`src/rtl/wrapper_block_addr_gen_pkg.sv`:
```
// Shared packet geometry helpers and sequencer state type for the wrapper
// block address generator.
package wrapper_block_addr_gen_pkg;

  typedef enum logic {
    IDLE  = 1'b0,
    ISSUE = 1'b1
  } state_t;

  function automatic int packet_bytes(input int packet_width);
    return (packet_width + 7) / 8;
  endfunction

  function automatic int packet_byte_width(input int packet_width);
    return $clog2(packet_bytes(packet_width));
  endfunction

  function automatic int packet_space_width(input int addr_width, input int packet_width);
    return addr_width - packet_byte_width(packet_width);
  endfunction

endpackage

```
`src/rtl/wrapper_block_addr_gen_if.sv`:
```
// Descriptor and address-stream bundle between the block bookkeeping logic,
// the address sequencer and the packet engine.
interface wrapper_block_addr_gen_if
  import wrapper_block_addr_gen_pkg::*;
#(
  parameter int ADDRWIDTH   = 11,
  parameter int PACKETWIDTH = 256
);
  localparam int PACKETSPACEWIDTH = packet_space_width(ADDRWIDTH, PACKETWIDTH);

  logic [PACKETSPACEWIDTH:0] cmd_packet_count;
  logic                      cmd_valid;
  logic                      cmd_ready;
  logic                      flush;
  logic [ADDRWIDTH-1:0]      addr;
  logic                      addr_last;
  logic                      addr_valid;
  logic                      addr_ready;
  logic                      block_done;
  logic                      cmd_err;
  logic                      busy;

  modport master (
    output cmd_packet_count, cmd_valid, flush, addr_ready,
    input  cmd_ready, addr, addr_last, addr_valid, block_done, cmd_err, busy
  );

  modport slave (
    input  cmd_packet_count, cmd_valid, flush, addr_ready,
    output cmd_ready, addr, addr_last, addr_valid, block_done, cmd_err, busy
  );

endinterface

```
`src/rtl/wrapper_block_addr_gen.sv`:
```
// Block address sequencer: places each block so it ends at the top of the
// address space and streams one packet-aligned address per accepted beat.
module wrapper_block_addr_gen
  import wrapper_block_addr_gen_pkg::*;
#(
  parameter int ADDRWIDTH   = 11,
  parameter int PACKETWIDTH = 256
) (
  input  logic                     hclk,
  input  logic                     hreset,
  wrapper_block_addr_gen_if.slave  bus
);

  localparam int PACKETBYTES      = packet_bytes(PACKETWIDTH);
  localparam int PACKETBYTEWIDTH  = packet_byte_width(PACKETWIDTH);
  localparam int PACKETSPACEWIDTH = ADDRWIDTH - PACKETBYTEWIDTH;
  localparam int CNTW             = PACKETSPACEWIDTH + 1;

  localparam logic [ADDRWIDTH:0]   SPACE_TOP = (ADDRWIDTH+1)'(1) << ADDRWIDTH;
  localparam logic [ADDRWIDTH:0]   SPAN_STEP = (ADDRWIDTH+1)'(PACKETBYTES);
  localparam logic [ADDRWIDTH-1:0] ADDR_STEP = ADDRWIDTH'(PACKETBYTES);
  localparam logic [CNTW-1:0]      CNT_ONE   = CNTW'(1);
  localparam logic [CNTW-1:0]      CNT_FULL  = CNT_ONE << PACKETSPACEWIDTH;

  state_t                state_q, state_n;
  logic [ADDRWIDTH-1:0]  addr_q, addr_n;
  logic [CNTW-1:0]       remaining_q, remaining_n;
  logic                  valid_q, valid_n;
  logic                  last_q, last_n;
  logic                  ready_q, ready_n;
  logic                  done_q, done_n;
  logic                  err_q, err_n;
  logic                  busy_q, busy_n;

  logic [ADDRWIDTH:0]    block_span;
  logic [ADDRWIDTH-1:0]  start_addr;

  // Extra top bit lets a full-space block wrap cleanly to a start of zero.
  assign block_span = {{(ADDRWIDTH-PACKETSPACEWIDTH){1'b0}}, bus.cmd_packet_count} * SPAN_STEP;
  assign start_addr = ADDRWIDTH'(SPACE_TOP - block_span);

  always_ff @(posedge hclk or posedge hreset) begin
    if (hreset) begin
      state_q     <= IDLE;
      addr_q      <= '0;
      remaining_q <= '0;
      valid_q     <= 1'b0;
      last_q      <= 1'b0;
      ready_q     <= 1'b0;
      done_q      <= 1'b0;
      err_q       <= 1'b0;
      busy_q      <= 1'b0;
    end else begin
      state_q     <= state_n;
      addr_q      <= addr_n;
      remaining_q <= remaining_n;
      valid_q     <= valid_n;
      last_q      <= last_n;
      ready_q     <= ready_n;
      done_q      <= done_n;
      err_q       <= err_n;
      busy_q      <= busy_n;
    end
  end

  always_comb begin
    state_n     = state_q;
    addr_n      = addr_q;
    remaining_n = remaining_q;
    valid_n     = valid_q;
    last_n      = last_q;
    ready_n     = ready_q;
    done_n      = 1'b0;
    err_n       = 1'b0;
    busy_n      = busy_q;

    unique case (state_q)
      IDLE: begin
        ready_n = 1'b1;
        valid_n = 1'b0;
        last_n  = 1'b0;
        busy_n  = 1'b0;
        if (bus.cmd_valid && ready_q) begin
          if (bus.cmd_packet_count == '0) begin
            done_n = 1'b1;
          end else if (bus.cmd_packet_count > CNT_FULL) begin
            done_n = 1'b1;
            err_n  = 1'b1;
          end else begin
            state_n     = ISSUE;
            addr_n      = start_addr;
            remaining_n = bus.cmd_packet_count;
            valid_n     = 1'b1;
            last_n      = (bus.cmd_packet_count == CNT_ONE);
            ready_n     = 1'b0;
            busy_n      = 1'b1;
          end
        end
      end

      ISSUE: begin
        // Flush wins over a simultaneous beat; that beat is still consumed.
        if (bus.flush || (valid_q && bus.addr_ready && remaining_q == CNT_ONE)) begin
          state_n = IDLE;
          valid_n = 1'b0;
          last_n  = 1'b0;
          ready_n = 1'b1;
          busy_n  = 1'b0;
          done_n  = 1'b1;
        end else if (valid_q && bus.addr_ready) begin
          addr_n      = addr_q + ADDR_STEP;
          remaining_n = remaining_q - CNT_ONE;
          last_n      = (remaining_n == CNT_ONE);
        end
      end

      default: state_n = IDLE;
    endcase
  end

  assign bus.addr       = addr_q;
  assign bus.addr_last  = last_q;
  assign bus.addr_valid = valid_q;
  assign bus.cmd_ready  = ready_q;
  assign bus.block_done = done_q;
  assign bus.cmd_err    = err_q;
  assign bus.busy       = busy_q;

endmodule

```
`src/flat_wrapper.sv`:
```
// flat-port wrapper written by rule: the top's interface ports become plain ports
module wrapper_block_addr_gen_flat import wrapper_block_addr_gen_pkg::*;
#(
  parameter int ADDRWIDTH   = 11,
  parameter int PACKETWIDTH = 256
)
  (hclk, hreset, bus_cmd_packet_count, bus_cmd_valid, bus_flush, bus_addr_ready, bus_cmd_ready, bus_addr, bus_addr_last, bus_addr_valid, bus_block_done, bus_cmd_err, bus_busy);
  wrapper_block_addr_gen_if #(.ADDRWIDTH(ADDRWIDTH), .PACKETWIDTH(PACKETWIDTH)) bus_i ();
  input  logic hclk;
  input  logic hreset;
  input wire logic [$bits(bus_i.cmd_packet_count)-1:0] bus_cmd_packet_count;
  input wire logic [$bits(bus_i.cmd_valid)-1:0] bus_cmd_valid;
  input wire logic [$bits(bus_i.flush)-1:0] bus_flush;
  input wire logic [$bits(bus_i.addr_ready)-1:0] bus_addr_ready;
  output wire logic [$bits(bus_i.cmd_ready)-1:0] bus_cmd_ready;
  output wire logic [$bits(bus_i.addr)-1:0] bus_addr;
  output wire logic [$bits(bus_i.addr_last)-1:0] bus_addr_last;
  output wire logic [$bits(bus_i.addr_valid)-1:0] bus_addr_valid;
  output wire logic [$bits(bus_i.block_done)-1:0] bus_block_done;
  output wire logic [$bits(bus_i.cmd_err)-1:0] bus_cmd_err;
  output wire logic [$bits(bus_i.busy)-1:0] bus_busy;
  assign bus_i.cmd_packet_count = bus_cmd_packet_count;
  assign bus_i.cmd_valid = bus_cmd_valid;
  assign bus_i.flush = bus_flush;
  assign bus_i.addr_ready = bus_addr_ready;
  assign bus_cmd_ready = bus_i.cmd_ready;
  assign bus_addr = bus_i.addr;
  assign bus_addr_last = bus_i.addr_last;
  assign bus_addr_valid = bus_i.addr_valid;
  assign bus_block_done = bus_i.block_done;
  assign bus_cmd_err = bus_i.cmd_err;
  assign bus_busy = bus_i.busy;
  wrapper_block_addr_gen #(.ADDRWIDTH(ADDRWIDTH), .PACKETWIDTH(PACKETWIDTH)) u_core (.hclk(hclk), .hreset(hreset), .bus(bus_i));
endmodule
```
`config.mk`:
```
export PLATFORM = sky130hd
export DESIGN_NAME = wrapper_block_addr_gen_flat
export DESIGN_NICKNAME = d
export VERILOG_FILES = /design/src/rtl/wrapper_block_addr_gen_pkg.sv /design/src/rtl/wrapper_block_addr_gen_if.sv /design/src/rtl/wrapper_block_addr_gen.sv /design/src/flat_wrapper.sv
export SDC_FILE = /design/constraint.sdc
export NUM_CORES = 1
export LEC_CHECK = 0
export ABC_AREA = 1
export CAP_MARGIN = 0
export CORE_MARGIN = 2
export CORE_UTILIZATION = 57
export CTS_BUF_LIST = sky130_fd_sc_hd__clkbuf_2 sky130_fd_sc_hd__clkbuf_4 sky130_fd_sc_hd__clkbuf_8
export DETAILED_ROUTE_END_ITERATION = 10
export HOLD_SLACK_MARGIN = 0.08
export PLACE_DENSITY = 0.89
export SLEW_MARGIN = 20
export SYNTH_ARGS = -nofsm -noshare
export SYNTH_HDL_FRONTEND = slang
export SYNTH_SLANG_ARGS = --single-unit
```
`constraint.sdc`:
```
create_clock -name hclk -period 4.1 [get_ports hclk]
set_clock_uncertainty 0.2 [all_clocks]
set_input_delay 0.41 -clock hclk [delete_from_list [all_inputs] [get_ports hclk]]
set_output_delay 0.41 -clock hclk [all_outputs]
set_load 0.03 [all_outputs]
```
* Word level (Yosys, flattened, before mapping) *
Index checks and enable logic that the tools add are counted.

storage, ports and cells
  word-level logic and storage cells = 65
  output and inout port bits = 17
  register bits after elaboration = 24
  bits of input ports = 12

operators by class
  magnitude comparators = 1
  bitwise logic cells = 1
  add/subtract/negate cells = 3
  equality and inequality tests = 10
  mux-type cells = 36
  reductions and logical operators = 6

operators by type and width
  operator                                                                  number
  11-bit 2-to-1 mux                                                         5
  7-bit 2-to-1 mux                                                          5
  11-bit one-hot mux with 2 select lines                                    1
  7-bit by 1-bit == test with 1-bit output (second input constant)          3
  1-bit 2-to-1 mux                                                          19
  7-bit one-hot mux with 2 select lines                                     1
  11-bit by 6-bit adder with 11-bit output (second input constant)          1
  1-bit by 11-bit subtractor with 11-bit output (first input constant)      1
  2-bit inequality test (second input constant)                             5
  1-bit one-hot mux with 2 select lines                                     5
  7-bit > comparator (second input constant)                                1
  7-bit zero test                                                           1
  7-bit by 1-bit subtractor with 7-bit output (second input constant)       1
  5-bit AND reduction                                                       1
  1-bit logical AND                                                         3
  3-bit inequality test (second input constant)                             1
  2-bit by 1-bit inequality test with 1-bit output (second input constant)  1
  1-bit logical OR                                                          1
  1-bit inverter                                                            1

* Depth between registers and ports, before layout *
  depth in word-level cells = 5
  gate-level depth with buffers = 11
  mapped depth without buffers = 11

* Worst setup path before layout *
Ideal clock, no wire load.

  kind = in2reg
  from = input bus_cmd_packet_count[1]
  to = register u_core.addr_q[7] (netlist: u_core.bus.addr[7])
  library setup time = 122 ps
  path buffers = 1
  path slack = 2361 ps
  arrival = 1417 ps
  required time = 3778 ps
  stages on the path = 10
  cells stage by stage = inv_1 -> ha_1 -> nand2_2 -> nor2_2 -> nand2_1 -> nand2_1 -> nand2_4 -> buf_6 -> nand2_1 -> o21ai_2

on the way
  cells in the longest elaborated chain, start to end = 5
  elaborated cells on any way between the ends = 10
  classes of those cells = 1 x add/sub; 1 x order compare; 2 x eq/ne; 4 x mux; 2 x reduce/logical

ends and longest elaborated chain
  element                                        line                          text
  from (decl)                                    flat_wrapper.sv:11            input wire logic [$bits(bus_i.cmd_packet_count)-1:0] bus_cmd_packet_count;
  1-bit by 11-bit subtractor with 11-bit output  wrapper_block_addr_gen.sv:40  assign start_addr = ADDRWIDTH'(SPACE_TOP - block_span);
  11-bit 2-to-1 mux                              wrapper_block_addr_gen.sv:86  end else if (bus.cmd_packet_count > CNT_FULL) begin
  11-bit 2-to-1 mux                              wrapper_block_addr_gen.sv:84  if (bus.cmd_packet_count == '0) begin
  11-bit 2-to-1 mux                              wrapper_block_addr_gen.sv:83  if (bus.cmd_valid && ready_q) begin
  11-bit one-hot mux with 2 select lines         wrapper_block_addr_gen.sv:77  unique case (state_q)
  to (signal assigned)                           wrapper_block_addr_gen.sv:55  addr_q <= addr_n;
  to (decl)                                      wrapper_block_addr_gen.sv:26  logic [ADDRWIDTH-1:0] addr_q, addr_n;

Several ways; a longest one is shown, not always the timed one. The select of a mux whose other input is x is not followed.
A chain may end at the register's enable or synchronous reset.

* Final worst setup path *
  from = input bus_cmd_packet_count[0]
  to = register u_core.addr_q[6] (netlist: u_core.bus.addr[6])

Same word-level chain as after synthesis.

==> key figures <==
Timing
  • Fin crit share: 51.6%
  • Total Neg Setup Slack: 0 ns
  • FMAX: 473 MHz
  • Fin crit period: 2.11 ns
  • Slew Limit Headroom: 52.3%
  • Max Slew Vio Count: 0
  • RSZ-0062 raised after global routing: false
  • Final hold violations: 0
  • Slew @ Worst Pin: 0.715 ns
  • Endpoints failing setup: 0

Critical path
  • Worst-case reg-to-reg path depth: 7
  • FF-to-FF End: u_core.bus.addr[6]
  • Critical path endpoint: u_core.bus.addr[6]
  • Startpoint types: input pin
  • Critical path capture point type: flop
  • Worst r2r src: u_core.state_q
  • Worst Path Max Fanout: 22
  • WP data required: 4.10 ns
  • WS Path Type: in -> reg
  • Worst setup path startpoint: bus_cmd_packet_count[0]
  • Critical Path AT: 2.11 ns
  • Reg-to-reg slack, setup: 2.08 ns

GRT
  • Largest net degree at the start of global routing: 23
  • Total track usage: 23.0%
  • GR Overflow Total: 0
  • Vias in the first global route: 1127
  • Initial antenna violation count: 0
  • First-pass GRT wire length: 4800 µm

Placement
  • Gpl congestion: 0.854
  • Dpl hpwl: 2240 µm
  • Port buffer count: 23
  • Placed insts: 243
  • Area post-placement: 0.00161 mm²

Cells and area
  • Most frequent cells in the layout: nand2_1, inv_1, clkdlybuf4s50_1
  • Proportion of layout cells with a drive suffix above 1: 11.5%
  • Most common cell after layout, fill and taps aside: nand2_1
  • Final nets: 236
  • Post-Layout Cell Count: 247
  • Area grow syn2layout: 16.1%
  • Ant diodes: 0
  • Final Instance Area: 0.00164 mm²

Detailed routing
  • Via count: 1263
  • DRT Pass-1 Iters: 4
  • Total length of routed wires: 2890 µm
  • Iteration-0 DRC Markers: 42
  • Drt drc: 0
  • ANT nets after route: 0
  • Detail-routed via count per cell: 5.11
  • WL/cell: 11.7 µm

Clock network
  • CTS tree: yes
  • Worst-case clock buffer depth: 2
  • Hold buffers post-CTS: 0
  • Worst-path clk slew: 0.11 ns
  • Root buf cell: clkbuf_4
  • Setup Fix Bufs, Post-CTS: 0
  • Latest clock arrival within the worst-skew pair: 0.30 ns
  • CTS resizes: 0
  • CTS sink count: 19
  • CTS Buf Count: 3
  • H-Tree Depth: 1

Yosys
  • Post-synthesis mux area share: 0.709%
  • Post-Syn Area per Cell: 7.17 µm²
  • Post-synthesis xor/xnor area fraction: 1.86%
  • Synth Instances: 197
  • Post-Synth Adder-Cell Area: 5.31%
  • Synthesized area: 0.00141 mm²
  • Unique masters post-synth: 29
  • Seq cells post-synth: 19
  • Seq/Total Area, Yosys: 33.7%
  • Top-area cell type share of the netlist area: 33.7%
  • Post-Synth Simple-Gate Area: 33.7%
  • Ys Warns: 0
  • Leading area contributor after synthesis: dfrtp_1
  • Main combinational cell family by area after synthesis: simple AND/OR/NAND/NOR gates
  • Synth Area in Compound Gates: 11.7%
  • Area contributors post-synth: dfrtp_1, nand2_1, inv_1, nand3_1, ha_1

Die
  • Initial Util: 58.6%
  • Die Height: 53.8 µm
  • Row cnt: 18
  • Core Region: 0.00241 mm²
  • Die Wd: 53.8 µm
  • Die area: 0.00289 mm²
  • Boundary Pins: 29

Run
  • Max-cap violations: 0

Power
  • Pleak: 0.000841 µW
  • Worst-case vdd ir drop: 0.495 mV
  • PwrDens: 583 mW/mm²

Hold path
  • Tightest Hold Check Type: in -> async

Run status
  • Status: finished, final reports clean
[layout make-up]
class	count	area (µm²)
repair buffers	23	230
well taps	30	37.5
fillers	209	769
clock inverters	1	5.00
clock buffers	3	22.5
inverters	26	97.6
flip-flops and latches	19	475
multi-input cells	145	772
[synth_stat cells (all sizes together)]
library cell and n:
nand4 3, nor3 2, conb 1, nand3 17, buf 9, nand2 61, inv 26, xor2 3
clkbuf 2, nand3b 1, mux2i 1, nor2 20, or2 1, a21oi 4, ha 6, a31oi 1
o21ai 19, dfrtp 19, o22ai 1
[sequential cells by signal, summed over array words and instances (netlist names)]
name                   count
u_core.remaining_q         7
u_core.bus.cmd_ready       1
u_core.state_q             1
u_core.bus.block_done      1
u_core.bus.cmd_err         1
u_core.bus.addr_last       1
u_core.bus.addr_valid      1
u_core.bus.addr            6
[worst min path at each step]
stage,start,to,cells past startpoint
3_3_place_gp,u_core.remaining_q[5],u_core.remaining_q[5],2
2_1_floorplan,hreset,u_core.bus.addr[10],1
4_1_cts,u_core.remaining_q[5],u_core.remaining_q[5],2
5_1_grt,u_core.remaining_q[5],u_core.remaining_q[5],2
3_5_place_dp,u_core.remaining_q[5],u_core.remaining_q[5],2
6_report,hreset,u_core.bus.addr[10],2
[through the flow]
step           util (%)  hold WS (ns)  setup WS, ns  power (µW)
3_5_place_dp       66.9         0.281          1.73         863
2_1_floorplan         -         0.161          2.36         714
4_1_cts            68.1         0.308          2.02         964
6_report           68.1         0.308          1.99         957
5_1_grt            68.1         0.324          1.88        1040
3_3_place_gp       66.9         0.283          1.78         848
[power breakdown]
part | internal [µW] | leakage [µW] | switching (µW)
Clock | 36.4 | 0.0000177 | 61.5
Combinational | 201 | 0.000585 | 322
Sequential | 257 | 0.000237 | 79.2
Total | 494 | 0.000841 | 463
[routing by layer]
metal	track usage, %	wire length [µm]	vias up
li1	-	-	650
met1	30.2	1290	567
met2	38.4	1410	39
met3	3.89	146	7
met4	7.26	50	0
met5	0	0	-
[cell families after synthesis]
kind of cell / after synthesis
and+or+nand+nor: 105
other: 1
buffers and inverters: 37
DFF: 19
adders and majority gates: 6
muxes: 1
AOI/OAI and AO/OA: 25
xor gates and xnor gates: 3
[worst max-delay path, stage by stage]
cell,delay [ns]
clkdlybuf4s50_1,0.45
inv_1,0.10
ha_1,0.19
nand2_2,0.09
nor2_2,0.17
nand2_1,0.10
nand2_1,0.22
nand2_4,0.21
nand2_1,0.13
o21ai_2,0.05
(Power assumes the default switching activity.)
